--- src/rtl/btn_conditioner.sv ---
// Button conditioner for the pet-state controller.
//
// Takes four raw, active-low board buttons and turns each debounced press into a
// single-cycle, active-high command pulse. Feed, heal and change pulse on every
// debounced press. Test pulses only once the button has been held for
// TEST_HOLD_CYCLES after its debounced press. At most one output is high in any
// cycle, with priority test > healing > feeding > change_state. A pulse that loses
// the priority check is dropped, not queued.
//
// Parameters:
//   DEBOUNCE_CYCLES  - cycles a synchronized level must stay stable before it is accepted
//   TEST_HOLD_CYCLES - cycles the test button must stay held after its debounced press
// Ports:
//   clk          - system clock, rising edge
//   rst          - asynchronous active-low reset
//   btn_feed     - raw feed button, active low
//   btn_heal     - raw heal button, active low
//   btn_change   - raw change button, active low
//   btn_test     - raw test button, active low
//   feeding      - one-cycle pulse on a debounced feed press
//   healing      - one-cycle pulse on a debounced heal press
//   change_state - one-cycle pulse on a debounced change press
//   test         - one-cycle pulse once the test button has been held long enough
module btn_conditioner #(
  parameter int unsigned DEBOUNCE_CYCLES  = 500000,
  parameter int unsigned TEST_HOLD_CYCLES = 250000000
) (
  input  logic clk,
  input  logic rst,
  input  logic btn_feed,
  input  logic btn_heal,
  input  logic btn_change,
  input  logic btn_test,
  output logic feeding,
  output logic healing,
  output logic change_state,
  output logic test
);

  localparam int unsigned DebW  = $clog2(DEBOUNCE_CYCLES + 1);
  localparam int unsigned HoldW = $clog2(TEST_HOLD_CYCLES + 1);
  localparam logic [DebW-1:0]  DebMax  = DebW'(DEBOUNCE_CYCLES);
  localparam logic [HoldW-1:0] HoldMax = HoldW'(TEST_HOLD_CYCLES);

  // Bit positions of each button in the internal vectors.
  localparam int unsigned BFeed   = 0;
  localparam int unsigned BHeal   = 1;
  localparam int unsigned BChange = 2;
  localparam int unsigned BTest   = 3;

  typedef enum logic [1:0] {StIdle, StHold, StFired} test_st_e;

  logic [3:0]      btn_raw;
  logic [3:0]      sync1_q, sync2_q;
  logic [3:0]      deb_q, deb_d;
  logic [DebW-1:0] deb_cnt_q [4];
  logic [DebW-1:0] deb_cnt_d [4];
  logic [3:0]      press_evt;
  logic            test_release;
  logic            test_fire;

  test_st_e         test_st_q;
  logic [HoldW-1:0] hold_cnt_q;

  assign btn_raw = {btn_test, btn_change, btn_heal, btn_feed};

  // Two-flop synchronizers; reset to the released level.
  always_ff @(posedge clk or negedge rst) begin
    if (!rst) begin
      sync1_q <= '1;
      sync2_q <= '1;
    end else begin
      sync1_q <= btn_raw;
      sync2_q <= sync1_q;
    end
  end

  // Debouncers: count consecutive cycles the synchronized level disagrees with the
  // accepted level; accept it on the cycle after the count has reached the limit.
  always_comb begin
    for (int i = 0; i < 4; i++) begin
      deb_d[i]     = deb_q[i];
      deb_cnt_d[i] = '0;
      if (sync2_q[i] != deb_q[i]) begin
        if (deb_cnt_q[i] == DebMax) begin
          deb_d[i] = sync2_q[i];
        end else begin
          deb_cnt_d[i] = deb_cnt_q[i] + 1'b1;
        end
      end
    end
  end

  always_ff @(posedge clk or negedge rst) begin
    if (!rst) begin
      deb_q <= '1;
      for (int i = 0; i < 4; i++) begin
        deb_cnt_q[i] <= '0;
      end
    end else begin
      deb_q <= deb_d;
      for (int i = 0; i < 4; i++) begin
        deb_cnt_q[i] <= deb_cnt_d[i];
      end
    end
  end

  // Press/release events are taken on the edge the debounced level changes, so the
  // registered pulse lands on that same edge.
  assign press_evt    = deb_q & ~deb_d;
  assign test_release = ~deb_q[BTest] & deb_d[BTest];

  // Test fires on the edge that brings the hold count up to TEST_HOLD_CYCLES; a
  // release seen on that same edge wins and aborts the hold.
  assign test_fire = (test_st_q == StHold) && !test_release &&
                     (hold_cnt_q == HoldMax - 1'b1);

  // Test-hold FSM plus the registered, priority-encoded command outputs.
  always_ff @(posedge clk or negedge rst) begin
    if (!rst) begin
      test_st_q    <= StIdle;
      hold_cnt_q   <= '0;
      test         <= 1'b0;
      healing      <= 1'b0;
      feeding      <= 1'b0;
      change_state <= 1'b0;
    end else begin
      case (test_st_q)
        StIdle: begin
          if (press_evt[BTest]) begin
            test_st_q  <= StHold;
            hold_cnt_q <= '0;
          end
        end
        StHold: begin
          if (test_release) begin
            test_st_q <= StIdle;
          end else begin
            if (hold_cnt_q != HoldMax) begin
              hold_cnt_q <= hold_cnt_q + 1'b1;
            end
            if (test_fire) begin
              test_st_q <= StFired;
            end
          end
        end
        StFired: begin
          if (test_release) begin
            test_st_q <= StIdle;
          end
        end
        default: test_st_q <= StIdle;
      endcase

      // Lower-priority pulses colliding with a higher one are discarded.
      test         <= test_fire;
      healing      <= !test_fire && press_evt[BHeal];
      feeding      <= !test_fire && !press_evt[BHeal] && press_evt[BFeed];
      change_state <= !test_fire && !press_evt[BHeal] && !press_evt[BFeed] &&
                      press_evt[BChange];
    end
  end

endmodule

--- config.mk ---
export PLATFORM = sky130hd
export DESIGN_NAME = btn_conditioner
export DESIGN_NICKNAME = d
export VERILOG_FILES = /design/src/rtl/btn_conditioner.sv
export SDC_FILE = /design/constraint.sdc
export NUM_CORES = 1
export LEC_CHECK = 0
export CAP_MARGIN = 25
export CORE_MARGIN = 2
export CORE_UTILIZATION = 38
export DETAILED_ROUTE_END_ITERATION = 10
export MAX_ROUTING_LAYER = met4
export PLACE_DENSITY = 0.59
export SLEW_MARGIN = 20
export SYNTH_ARGS = -nofsm -noshare
export SYNTH_HDL_FRONTEND = slang
export SYNTH_SLANG_ARGS = --single-unit
--- constraint.sdc ---
create_clock -name clk -period 3.2 [get_ports clk]
set_clock_uncertainty 0.2 [all_clocks]
set_input_delay 0.48 -clock clk [delete_from_list [all_inputs] [get_ports clk]]
set_output_delay 0.48 -clock clk [all_outputs]
set_load 0.02 [all_outputs]
==> metrics.md, run 1 <==
| Metric | Value |
|---|---|
| H-tree levels | `4` |
| Via count | `4450` |
| Fin util | `0.446` |
| Clock power frac | `0.539` |
| RSZ-0062 raised after global routing | `no` |
| Total grt overflow | `0` |
| Hold_sp | `sync1_q[1]` |
| Initial Util | `0.385` |
| Cells after synthesis | `618` |
| Worst VDD drop | `0.388 mV` |
| Die W | `130 µm` |
| CTS tree | `done` |
| FF+latch count, synth | `122` |
| Buffers on Ports | `9` |
| Final nets | `651` |
| Post-DP HPWL | `7970 µm` |
| DRT Pass-1 Iters | `4` |
| Crit end category | `flip-flop` |
| Critical path's top delay family | `simple AND/OR/NAND/NOR gates` |
| Syn Area/Cell | `9.78 µm²` |
| Diode count | `0` |
| R2r startpoint | `hold_cnt_q[4]` |
| Fmax | `375 MHz` |
| Critical path, cell by cell | `or4b_2 > nor4_1 > a21oi_1 > nand3_1 > or4b_1 > nand2_1` |
| HP Class | `reg -> reg` |
| PD cells | `519 nW/µm²` |
| Ys Warns | `0` |
| Post-Syn Area | `6040 µm²` |
| CP startpoint | `hold_cnt_q[4]` |
| Seq pwr share | `0.436` |
| Pins Over Slew Limit | `0` |
| Max_cap viols | `0` |
| Top FF cell, synth | `dfrtp_1` |
| Routed WL | `11800 µm` |
| Outcome | `completed` |
| Core Area | `15700 µm²` |
| Leading area contributor after synthesis | `dfrtp_1` |
| Syn_nets | `634` |
| Worst setup path category | `reg -> reg` |
| Vias in the first global route | `4599` |
| Via density | `5.15` |
| Max incr delay on CP | `0.69 ns` |
| Critical path launch point type | `flip-flop` |
| Slowest cell on crit path | `or4b_2` |
| Logic pwr share | `0.025` |
| Pleak | `2.89 nW` |
| Net switching power | `0.000762 W` |
| Switching portion of total power | `0.210` |
| TritonCTS Buffers | `17` |
| Share of layout cells above drive strength 1 | `0.103` |
| Initial antenna violation count | `0` |
| Main area contributors after synthesis | `dfrtp_1 (46%), xor2_1 (8.4%), nor2_1 (7.0%)` |
| Layout area overhead | `16.0%` |
| FP Rows | `46` |
| Worst-path maximum fanout | `4` |
| Clock Path Buffers | `2` |
| Skew-Pair Late Insertion Delay | `0.42 ns` |
| Post-route clock period utilization | `0.834` |
| Distinct cells, synth | `46` |
| Crit path buffers/inverters | `0` |
| Most numerous cell in the Yosys netlist | `nor2_1` |
| Remaining antenna violation count | `0` |
| Gr usage total | `0.161` |
| Post-synthesis sequential area ratio | `0.508` |
| DRC Markers | `0` |
| Io pins | `10` |
| DP Worst Slack | `0.551 ns` |
| WL per Instance | `13.6 µm` |
| Req. time, crit path | `3.35 ns` |
| Die height | `130 µm` |
| Die area | `16900 µm²` |
| Fillers | `1498` |
| Period minus WS final | `2.67 ns` |
| Arr. time, crit path | `2.82 ns` |
| FFs w/ async S/R, synth | `1.00` |
| Post-synth EDFFs | `0` |
| Yosys top cell area share | `0.455` |
| CTS Sinks | `122` |
| Worst Tran Pin Value | `0.850 ns` |
| Pin count of the biggest net entering global routing | `51` |
| Routability Congestion | `0.875` |
| First-pass GRT wire length | `21100 µm` |
| DR iter-0 viols | `235` |
| Reg area | `3070 µm²` |
| Rel. slew slack | `0.428` |
| Synth cell count leaders | `nor2_1 (113), dfrtp_1 (110), xor2_1 (58), nand2_1 (46), nand3_1 (35)` |
| Setup TNS | `0 ns` |
| Clock Pin Slew Worst Setup and Hold Paths | `0.05 ns` |
| Cell Int Power | `0.00288 W` |
| Multi-input gate area | `2830 µm²` |
| Slack of the critical path | `0.532 ns` |
| CTS root buffer | `clkbuf_16` |
| Setup Viol. Count Final | `0` |
| Final hold violations | `0` |
==> placed cells by master, fill, tap and decap left out, types with 3 or more instances in the layout <==
cell type / count
nand2_1: 46
or4_1: 3
clkbuf_8: 3
clkinv_2: 3
dfrtp_1: 110
ha_1: 10
nand3b_1: 4
xor2_1: 58
o211ai_1: 9
nor4_1: 15
and4_1: 7
nor4b_1: 5
buf_4: 7
nand3_1: 35
bufinv_16: 3
xnor2_1: 28
mux2_2: 4
o2111ai_1: 6
nor3_1: 17
dfstp_2: 12
or3_1: 6
and3_1: 12
o31ai_1: 3
clkinvlp_4: 4
a21oi_1: 12
nand4_1: 22
inv_1: 18
nand4b_1: 3
nand2b_1: 5
o21ai_0: 10
clkbuf_16: 17
clkdlybuf4s50_1: 8
or4b_2: 6
nor2_1: 113
==> power groups by stage <==
stage | registers (W) | clock network, W | logic (W)
after floorplan | 0.00161 | 0 | 0.0000425
after CTS | 0.00158 | 0.00201 | 0.0000953
final | 0.00158 | 0.00196 | 0.0000909
after global placement | 0.00161 | 0 | 0.0000901
after detailed placement | 0.00161 | 0 | 0.0000924
after global routing | 0.00159 | 0.00208 | 0.000107
==> stage by stage <==
step | total power [W] | hold slack [ns] | cells | area (µm²)
global route | 0.00377 | 0.158 | 864 | 7010
global placement | 0.00170 | 0.147 | 831 | 6390
detailed placement | 0.00170 | 0.147 | 831 | 6390
CTS | 0.00369 | 0.155 | 864 | 7010
floorplan | 0.00165 | -0.0156 | 618 | 6040
finish | 0.00364 | 0.155 | 864 | 7010
==> repair_timing <==
item	in CTS	in global routing
gates resized for setup	0	0
endpoints found under the hold margin	42	0
hold buffers	1	0
endpoints found under the setup margin	0	0
setup buffers	0	0
==> area by class of cell <==
class,instances,area share
multi-input combinational,459,0.404
sequential,122,0.437
clock buffer,21,0.0671
clock inverter,11,0.0205
inverter,18,0.00963
tap,216,0.0385
timing repair buffer,17,0.0232
==> layer usage <==
| metal | GRT usage | share of wire | vias to the layer above |
|---|---|---|---|
| met2 | 0.258 | 0.49 | 46 |
| li1 | - | - | 2180 |
| met1 | 0.192 | 0.47 | 2208 |
| met4 | 0.0696 | 0.016 | 0 |
| met3 | 0.0422 | 0.029 | 16 |
| met5 | - | 0 | - |
==> flip-flops by register name (all words and copies together) (netlist names) <==
register	count
deb_q	4
deb_cnt_q	76
feeding	1
healing	1
test_st_q	2
test	1
sync1_q	4
sync2_q	4
hold_cnt_q	28
change_state	1
==> path summary, 6_finish.rpt <==
| kind | to | slack [ns] | cells after the start |
|---|---|---|---|
| min | sync2_q[1] | 0.16 | 0 |
| min in group asynchronous | deb_cnt_q[68] | 0.42 | 2 |
| max reg2reg | hold_cnt_q[13] | 0.53 | 6 |
| max in group asynchronous | deb_q[3] | 1.51 | 3 |
| max | hold_cnt_q[13] | 0.53 | 6 |
| min reg2reg | sync2_q[1] | 0.16 | 0 |
==> cell families after synthesis <==
| family | synth area share |
|---|---|
| AND/OR/NAND/NOR | 0.264 |
| multiplexers | 0.00745 |
| flip-flops | 0.508 |
| buffers and inverters | 0.0240 |
| AO/OA/AOI/OAI | 0.0516 |
| XOR/XNOR | 0.125 |
| adder cells (fa/ha/maj) | 0.0207 |
No activity file was read; power rests on OpenSTA's default activity.
==> run 2: changes to the inputs <==
- clock period: 3.2 -> 2.7 ns (I/O delays scaled with it)
==> run 2 against run 1 <==
First-iteration DRC count grew 6.8%; register-to-register slack lost 0.39 ns; global-route usage grew 0.15 points; combinational power grew 21%; flip-flop and latch count is the same; sequential power grew 19%; cell area grew 1.4%; fmax grew 4.4%; utilization grew 0.61 points; non-clock buffer count grew 15; die area is the same; critical path type unchanged; largest power group unchanged.
==> metrics.md, run 2 (synthesized netlist as in run 1, its figures left out) <==
| Metric | Value |
|---|---|
| Outcome | `completed` |
| Hold_sp | `sync1_q[3]` |
| Req. time, crit path | `2.83 ns (-0.52 ns)` |
| FF-to-FF End | `hold_cnt_q[24]` |
| Most frequent cells in the layout | `nor2_1 (113), dfrtp_1 (110), xor2_1 (58)` |
| Io pins | `10 (unchanged)` |
| CTS tree | `done` |
| CTS root buffer | `clkbuf_16` |
| Fmax | `391 MHz (+4.4%)` |
| Biggest regs | `deb_cnt_q x76, hold_cnt_q x28` |
| DRC Markers | `0 (unchanged)` |
| Final hold violations | `0 (unchanged)` |
| Final instance area | `7110 µm² (+1.4%)` |
| Cells on worst reg2reg path | `6 (unchanged)` |
| Gr usage total | `0.162 (+0.00152)` |
| Max_cap viols | `0 (unchanged)` |
| Pleak | `2.95 nW (+2.1%)` |
| DRT Pass-1 Iters | `6 (+2)` |
| Die W | `130 µm (unchanged)` |
| Routability Congestion | `0.818 (-6.5%)` |
| Setup Viol. Count Final | `0 (unchanged)` |
| Worst-path maximum fanout | `18 (+14)` |
| Area after DPL | `6500 µm² (+1.8%)` |
| Final cell count without fillers | `879 (+1.7%)` |
| Pins Over Slew Limit | `0 (unchanged)` |
| TritonCTS Buffers | `17 (unchanged)` |
| Worst Tran Pin Value | `0.627 ns (-0.223 ns)` |
| Worst Hold Path Cells | `0 (unchanged)` |
| Crit end category | `flip-flop` |
| Routed WL | `12000 µm (+1.7%)` |
| Commonest non-fill, non-tap cell in the layout | `nor2_1` |
| Critical path launch point type | `flip-flop` |
| H-tree levels | `4 (unchanged)` |
| Share of layout cells above drive strength 1 | `0.127 (+0.0233)` |
| Fin util | `0.452 (+0.00613)` |
| # Post-CTS Setup Buffers | `0 (unchanged)` |
| Biggest register | `deb_cnt_q` |
| Worst VDD drop | `0.402 mV (+3.5%)` |
| Hold Path End | `sync2_q[3]` |
| Remaining antenna violation count | `0 (unchanged)` |
| Die area | `16900 µm² (unchanged)` |
| WL per Instance | `13.6 µm (about the same)` |
| Setup TNS | `0 ns (unchanged)` |
| Max reg flops | `76 (unchanged)` |
| Initial antenna violation count | `0 (unchanged)` |
| Total grt overflow | `0 (unchanged)` |
| Via count | `4464 (+0.31%)` |
| Buffers on Ports | `9 (unchanged)` |
| FP Rows | `46 (unchanged)` |
| Post-DP HPWL | `8150 µm (+2.3%)` |
| First-pass GRT wire length | `21300 µm (+0.82%)` |
| CTS Sinks | `122 (unchanged)` |
| Clock Pin Slew Worst Setup and Hold Paths | `0.06 ns (about the same)` |
| Via density | `5.08 (-1.4%)` |
| Pin count of the biggest net entering global routing | `53 (+3.9%)` |
| Diode count | `0 (unchanged)` |
| Post-route clock period utilization | `0.946 (+0.112)` |
| PD cells | `592 nW/µm² (+14%)` |
| Cells after DPL | `846 (+1.8%)` |
| RSZ-0062 raised after global routing | `no` |
| Layout area overhead | `17.6%` |
| Skew-Pair Late Insertion Delay | `0.41 ns (about the same)` |
| Period minus WS final | `2.55 ns (-0.113 ns)` |
| Clock Path Buffers | `2 (unchanged)` |
| Overall power | `0.00421 W (+16%)` |
| HP Class | `reg -> reg` |
| Worst setup path category | `reg -> reg` |
| Die height | `130 µm (unchanged)` |
| Arr. time, crit path | `2.69 ns (-0.13 ns)` |
| Initial Util | `0.385 (unchanged)` |
| Final nets | `666 (+2.3%)` |
| DR iter-0 viols | `251 (+6.8%)` |
| Vias in the first global route | `4674 (+1.6%)` |
| Core Area | `15700 µm² (unchanged)` |
| Flop-to-flop setup slack | `0.15 ns (-0.39 ns)` |
| Rel. slew slack | `0.579 (+0.151)` |
| Fillers | `1466 (-2.1%)` |
| R2r startpoint | `deb_cnt_q[10]` |
==> run 2: cell types whose count changed in the layout (fill, tap and decap cells not counted), sizes merged <==
cell	previous run	this run
bufinv	3	2
inv	18	21
clkinv	4	3
buf	8	23
clkbuf	21	18
clkinvlp	4	6
==> run 2: final cells by class <==
class                      instances  area, µm²  share of cell area
tap                              216        270              0.0380
multi-input combinational        459       2840               0.400
clock buffer                      18        439              0.0618
inverter                          18       67.6             0.00950
sequential                       122       3070               0.432
timing repair buffer              32        275              0.0387
clock inverter                    14        146              0.0206
==> run 2: through the flow <==
step	worst slack [ns]	hold WS [ns]
6_report	0.145	0.156
5_1_grt	0.0301	0.157
4_1_cts	0.0950	0.157
3_5_place_dp	0.0871	0.139
3_3_place_gp	0.163	0.133
2_1_floorplan	0.197	-0.0906
==> run 2: what timing repair did <==
item / 4_1_cts / 5_1_grt
gates resized for setup: 0 / 2
endpoints found under the setup margin: 0 / 6
hold endpoints to repair: 23 / 0
hold buffers: 1 / 0
==> run 2: power breakdown <==
group          internal, W  switching, W
Combinational    0.0000357     0.0000744
Sequential         0.00186     0.0000214
Clock              0.00138      0.000841
Total              0.00327      0.000937
==> run 2: worst max path at each step <==
stage,start,to
finish,deb_cnt_q[10],hold_cnt_q[24]
global route,hold_cnt_q[1],hold_cnt_q[19]
CTS,hold_cnt_q[1],hold_cnt_q[21]
detailed placement,hold_cnt_q[1],hold_cnt_q[21]
global placement,hold_cnt_q[4],hold_cnt_q[7]
floorplan,deb_cnt_q[11],hold_cnt_q[25]
==> run 2: critical path: stages (launching register included) <==
cell and delay, ns:
dfrtp_1 0.42, or4_4 0.54, nor4_4 0.36, buf_4 0.30, o211ai_1 0.16, or3_1 0.34
a21oi_1 0.16
==> run 2: metal layers <==
layer | share of wire | track usage | vias to the layer above
met1 | 0.47 | 0.201 | 2190
li1 | - | - | 2209
met5 | 0 | - | -
met3 | 0.031 | 0.0447 | 10
met2 | 0.48 | 0.257 | 55
met4 | 0.011 | 0.0550 | 0
